--- config.mk ---
export PLATFORM = sky130hd
export DESIGN_NAME = gray_ptr_sync_rx
export DESIGN_NICKNAME = d
export VERILOG_FILES = /design/src/rtl/gray_ptr_sync_rx.sv
export SDC_FILE = /design/constraint.sdc
export NUM_CORES = 1
export LEC_CHECK = 0
export CORE_MARGIN = 1
export CORE_UTILIZATION = 46
export DETAILED_ROUTE_END_ITERATION = 16
export PLACE_DENSITY = 0.82
export SYNTH_ARGS = -nofsm -noshare
export SYNTH_HDL_FRONTEND = slang
export SYNTH_SLANG_ARGS = --single-unit
--- constraint.sdc ---
create_clock -name i_clk -period 2.4 [get_ports i_clk]
set_input_delay 0.24 -clock i_clk [delete_from_list [all_inputs] [get_ports i_clk]]
set_output_delay 0.24 -clock i_clk [all_outputs]
set_load 0.01 [all_outputs]
--- src/rtl/gray_ptr_sync_rx.sv ---
// -----------------------------------------------------------------------------
// gray_ptr_sync_rx
//
// Receiving end of a gray-coded pointer crossing into this clock domain.
// The incoming gray word is passed through a flip-flop synchronizer, decoded
// to binary, and compared with the previous decode. This produces a per-cycle
// delta and an advance flag. With the checker built, the block also flags any
// gray step that changes more than one bit. Typical use is on the read side
// of a clock-crossing FIFO or a status counter.
//
// Parameters
//   WIDTH        pointer width in bits (>= 2)
//   SYNC_STAGES  synchronizer depth in flip-flops (>= 2)
//
// Ports
//   i_clk         destination-domain clock
//   i_n_rst       asynchronous active-low reset
//   i_gray_in     gray pointer from the source domain (asynchronous)
//   i_clear       synchronous re-acquire; acts like reset, except that the
//                 synchronizer chain keeps its contents
//   o_gray_sync   last synchronizer stage (gray)
//   o_bin_out     registered binary decode of o_gray_sync
//   o_delta       (o_bin_out - previous o_bin_out) mod 2^WIDTH, registered
//   o_advance     1 for one cycle when o_delta != 0 (only while o_valid)
//   o_valid       o_bin_out / o_delta are meaningful
//   o_err         one-cycle pulse on an illegal (multi-bit) gray step
//   o_err_sticky  latched o_err; cleared only by i_n_rst or i_clear
//
// Build option
//   GRAY_PTR_RX_ERR_CHECK_EN
//     defined   : builds the previous-gray register and the multi-bit step
//                 checker. The FAULT state is reachable.
//     undefined : builds no checker. o_err and o_err_sticky are tied to 0,
//                 and the FSM has only ACQ and TRACK. All other timing is
//                 identical.
// -----------------------------------------------------------------------------
module gray_ptr_sync_rx #(
    parameter int WIDTH       = 4,
    parameter int SYNC_STAGES = 2
) (
    input  logic             i_clk,
    input  logic             i_n_rst,
    input  logic [WIDTH-1:0] i_gray_in,
    input  logic             i_clear,
    output logic [WIDTH-1:0] o_gray_sync,
    output logic [WIDTH-1:0] o_bin_out,
    output logic [WIDTH-1:0] o_delta,
    output logic             o_advance,
    output logic             o_valid,
    output logic             o_err,
    output logic             o_err_sticky
);

    // The acquisition counter must be able to hold SYNC_STAGES.
    localparam int                CNT_W    = $clog2(SYNC_STAGES + 1) + 1;
    localparam logic [CNT_W-1:0]  ACQ_LAST = CNT_W'(SYNC_STAGES);

    localparam logic [1:0] ST_ACQ   = 2'd0;
    localparam logic [1:0] ST_TRACK = 2'd1;
`ifdef GRAY_PTR_RX_ERR_CHECK_EN
    localparam logic [1:0] ST_FAULT = 2'd2;
`endif

    // Decode: b[W-1] = g[W-1]; b[i] = b[i+1] ^ g[i].
    function automatic logic [WIDTH-1:0] gray2bin(input logic [WIDTH-1:0] g);
        logic [WIDTH-1:0] b;
        b[WIDTH-1] = g[WIDTH-1];
        for (int i = WIDTH - 2; i >= 0; i--) begin
            b[i] = b[i+1] ^ g[i];
        end
        return b;
    endfunction

`ifdef GRAY_PTR_RX_ERR_CHECK_EN
    // Returns true when popcount(x) > 1. The expression x & (x-1) clears the
    // lowest set bit, so any bit left over means at least two bits were set.
    function automatic logic multi_bit(input logic [WIDTH-1:0] x);
        return |(x & (x - WIDTH'(1)));
    endfunction
`endif

    logic [WIDTH-1:0] r_sync_p0 [SYNC_STAGES];
    logic [WIDTH-1:0] r_bin_p1;
    logic [WIDTH-1:0] r_delta_p1;
    logic             r_adv_p1;
    logic [1:0]       r_state;
    logic [CNT_W-1:0] r_acq_cnt;

    logic [WIDTH-1:0] w_gray_sync;
    logic [WIDTH-1:0] w_bin_p0;
    logic [WIDTH-1:0] w_delta_p0;

    // ---- stage p0: synchronizer chain (plain shift; i_clear leaves it alone)
    always_ff @(posedge i_clk or negedge i_n_rst) begin
        if (!i_n_rst) begin
            for (int i = 0; i < SYNC_STAGES; i++) begin
                r_sync_p0[i] <= '0;
            end
        end else begin
            r_sync_p0[0] <= i_gray_in;
            for (int i = 1; i < SYNC_STAGES; i++) begin
                r_sync_p0[i] <= r_sync_p0[i-1];
            end
        end
    end

    assign w_gray_sync = r_sync_p0[SYNC_STAGES-1];
    assign w_bin_p0    = gray2bin(w_gray_sync);
    // Modulo subtraction, so a step from all-ones to 0 gives +1 and a
    // backwards step gives 2^WIDTH-1.
    assign w_delta_p0  = w_bin_p0 - r_bin_p1;

`ifdef GRAY_PTR_RX_ERR_CHECK_EN
    logic [WIDTH-1:0] r_prev_gray_p0;
    logic             r_err_p1;
    logic             r_err_sticky;
    logic             w_multi_p0;

    // Tracks gray_sync one cycle behind. It is not touched by i_clear,
    // because the checker is masked in ACQ anyway.
    always_ff @(posedge i_clk or negedge i_n_rst) begin
        if (!i_n_rst) begin
            r_prev_gray_p0 <= '0;
        end else begin
            r_prev_gray_p0 <= w_gray_sync;
        end
    end

    assign w_multi_p0 = multi_bit(w_gray_sync ^ r_prev_gray_p0);
`endif

    // ---- stage p1: decode, delta and the control FSM
    always_ff @(posedge i_clk or negedge i_n_rst) begin
        if (!i_n_rst) begin
            r_bin_p1     <= '0;
            r_delta_p1   <= '0;
            r_adv_p1     <= 1'b0;
            r_state      <= ST_ACQ;
            r_acq_cnt    <= '0;
`ifdef GRAY_PTR_RX_ERR_CHECK_EN
            r_err_p1     <= 1'b0;
            r_err_sticky <= 1'b0;
`endif
        end else if (i_clear) begin
            // When i_clear coincides with an illegal step, the clear takes
            // priority and no error is recorded.
            r_bin_p1     <= '0;
            r_delta_p1   <= '0;
            r_adv_p1     <= 1'b0;
            r_state      <= ST_ACQ;
            r_acq_cnt    <= '0;
`ifdef GRAY_PTR_RX_ERR_CHECK_EN
            r_err_p1     <= 1'b0;
            r_err_sticky <= 1'b0;
`endif
        end else begin
            r_bin_p1 <= w_bin_p0;
            case (r_state)
                ST_ACQ: begin
                    // Wait until the synchronizer has flushed and bin_out
                    // holds a real sample. The first sample never counts as
                    // a step.
                    r_delta_p1 <= '0;
                    r_adv_p1   <= 1'b0;
`ifdef GRAY_PTR_RX_ERR_CHECK_EN
                    r_err_p1   <= 1'b0;
`endif
                    if (r_acq_cnt == ACQ_LAST) begin
                        r_state <= ST_TRACK;
                    end else begin
                        r_acq_cnt <= r_acq_cnt + CNT_W'(1);
                    end
                end
                default: begin
                    // TRACK and FAULT decode identically. FAULT only keeps
                    // the sticky flag set until a clear or reset.
                    r_delta_p1 <= w_delta_p0;
                    r_adv_p1   <= |w_delta_p0;
`ifdef GRAY_PTR_RX_ERR_CHECK_EN
                    r_err_p1   <= w_multi_p0;
                    if (w_multi_p0) begin
                        r_err_sticky <= 1'b1;
                        r_state      <= ST_FAULT;
                    end
`endif
                end
            endcase
        end
    end

    assign o_gray_sync  = w_gray_sync;
    assign o_bin_out    = r_bin_p1;
    assign o_delta      = r_delta_p1;
    assign o_advance    = r_adv_p1;
    assign o_valid      = (r_state != ST_ACQ);
`ifdef GRAY_PTR_RX_ERR_CHECK_EN
    assign o_err        = r_err_p1;
    assign o_err_sticky = r_err_sticky;
`else
    assign o_err        = 1'b0;
    assign o_err_sticky = 1'b0;
`endif

endmodule

==> metrics.csv <==
metric,value,unit
status,finished clean,
seq_area,526,um^2
crit_path_start_kind,flip-flop,
drt-wirelength-per-cell,10.7,um
yosysWarnings,0,
fillCellCount,140,
synth_top_area_cell,dfrtp_1,
syn_area,901,um^2
grt_start_max_net_pins,22,
synth.top_cells.by_count,"dfrtp_1 (21), inv_1 (8), nor2_1 (7)",
synth_area_leaders,"dfrtp_1 (58%), ha_1 (6.9%), buf_4 (5.0%), inv_1 (3.3%), nor2_1 (2.9%)",
ios,23,
report.final.slew_viol_count,0,
fmax,444,MHz
syn_to_final_growth,26.2,%
drive_gt1_share,10.8,%
groute.usage.overall,14.9,%
dr.pass1.iters,4,
clock_power_share,19.9,%
reg2reg_from,o_gray_sync[2],
dp_hpwl,1010,um
drt-vias-per-instance,4.69,
dp_cells,114,
clk-insertion-delay-late,0.30,ns
synth_cell_types,26,
htree_levels,1,
finalCritPeriodShare,93.9,%
cap_violations,0,
start_util,50.5,%
synth_seq_cells,21,
rsz0062_at_grt,false,
yosysMostFrequentCell,dfrtp_1,
overflow,0,
numCtsBuffers,3,
wl_met1,543,um
avgSynthCellArea,12.2,um^2
pwr_density_cell,730,nW/um^2
ir_drop,0.610,mV
dr_wl_met3,59,um
drc_errors,0,
finalSetupTns,0,ns
setup_violations,0,
grt_pass1_vias,593,
tritoncts,done,
hold_buffers,0,
p_comb_share,28.5,%
cp_max_fo,3,
routed.top_layer,met4,
clock_sinks,21,
rows,15,
cts_max_path_buffers,2,
die_h,46.3,um
finClkSkew,0.0114,ns
fin_util,63.8,%
fin_crit,2.25,ns
worstSetupPathType,reg -> reg,
multi_input_area,308,um^2
synth_edf_count,0,
hold_violations,0,
path_clk_slew,0.12,ns
antenna_found_initial,0,
total_power,0.830,mW
synthArstFlopShare,100,%
die_x,46.3,um
drt_wl_total,1260,um
met2_length,651,um
cts-resized-gates,0,
dr.first_iter.drc_count,7,
seqPwrFrac,51.6,%
p_leak,0.550,nW
portBuffers,20,
dieArea,2140,um^2
syn_inst,74,
fin_nets,107,
instances_no_fill,118,
p_sw,0.245,mW
cts_root_buf,clkbuf_4,
hold_class,in -> async,
critPathCaptureType,flip-flop,
yosysSeqAreaShare,58.3,%
ys.flop_type,dfrtp_1,
power.internal,0.585,mW
p_sw_share,29.5,%
setup.worst_path.start,o_gray_sync[2],
synth_top_cell_area_share,58.3,%
grt_pass1_wl,2260,um
postCtsSetupBuffers,0,
num_vias,554,
fp.coreArea,1780,um^2
globalplace.congestion,0.763,
worstPathArrival,2.48,ns
diodes,0,
crit_required,2.63,ns
drtAntennaViolNets,0,
## through the flow
stage / cell area [um^2] / hold slack, ns / setup WS, ns
2_1_floorplan: 905 / -0.0556 / 0.280
3_3_place_gp: 1090 / 0.332 / 0.215
3_5_place_dp: 1090 / 0.337 / 0.0934
4_1_cts: 1120 / 0.277 / 0.0781
5_1_grt: 1140 / 0.281 / 0.0164
6_report: 1140 / 0.267 / 0.146
## power groups by stage
stage          Clock [mW]  Sequential, mW  Combinational (mW)
2_1_floorplan           0           0.442               0.136
3_3_place_gp            0           0.433               0.221
3_5_place_dp            0           0.437               0.232
4_1_cts             0.170           0.430               0.233
5_1_grt             0.185           0.435               0.271
6_report            0.165           0.429               0.237
## critical path: stages, from the launching register on
cell and delay (ns):
dfrtp_1 0.42, xnor3_1 0.46, xor2_2 0.19, ha_1 0.19, inv_1 0.06, fa_1 0.40, xnor2_2 0.15, and3_1 0.18
a31oi_1 0.14
## path summary, 6_finish.rpt
check,endpoint,cells after the start,slack (ns)
setup reg to reg,o_advance,8,0.15
min in group i_clk,o_gray_sync[2],0,0.36
setup / recovery,o_advance,8,0.15
max in group asynchronous,o_delta[3],2,1.92
hold / removal,o_gray_sync[0],2,0.27
hold reg to reg,o_gray_sync[2],0,0.36
## flip-flops by register name, summed over array words and instances, names as in the netlist
name / count
r_state: 1
o_delta: 4
o_advance: 1
r_acq_cnt: 3
r_sync_p0: 4
o_bin_out: 4
o_gray_sync: 4
## layout by cell type (no fill, tap or decap), drive strengths merged
cell / netlist / layout
a21o: 2 / 2
clkdlybuf4s50: 0 / 20
xnor2: 2 / 2
a31o: 1 / 1
mux2: 1 / 1
nor2: 8 / 8
a31oi: 2 / 2
clkbuf: 1 / 3
o21a: 1 / 1
o21ai: 1 / 1
inv: 10 / 10
xnor3: 1 / 1
nand2b: 2 / 2
xor2: 2 / 2
fa: 1 / 1
nor2b: 1 / 1
buf: 6 / 1
conb: 1 / 2
dfrtp: 21 / 21
and3: 1 / 1
clkinv: 0 / 1
a21oi: 1 / 1
or3: 1 / 1
ha: 5 / 5
and3b: 1 / 1
a211oi: 1 / 1
## cells by family (layout without fill, tap and decap cells)
| kind of cell | after synthesis | in the layout | share of synthesized area [%] |
|---|---|---|---|
| xor+xnor | 5 | 5 | 6.39 |
| buf+inv | 17 | 35 | 9.58 |
| simple gates | 14 | 14 | 8.06 |
| fa+ha+maj | 6 | 6 | 9.17 |
| compound gates | 9 | 9 | 6.80 |
| mux | 1 | 1 | 1.25 |
| other cells | 1 | 2 | 0.416 |
| flops | 21 | 21 | 58.3 |
## final cells by class
class | count | share of cell area, %
inverter | 10 | 3.30
timing repair buffer | 21 | 18.3
tap | 25 | 2.75
multi-input combinational | 37 | 27.1
sequential | 21 | 46.2
clock inverter | 1 | 0.440
clock buffer | 3 | 1.98
## per-layer routing
layer | up-vias | GRT usage [%]
met5 | - | 0
met4 | 0 | 5.88
met3 | 2 | 3.14
met2 | 18 | 26.5
met1 | 269 | 17.4
li1 | 265 | -
Power figures use the tool's default switching activity.
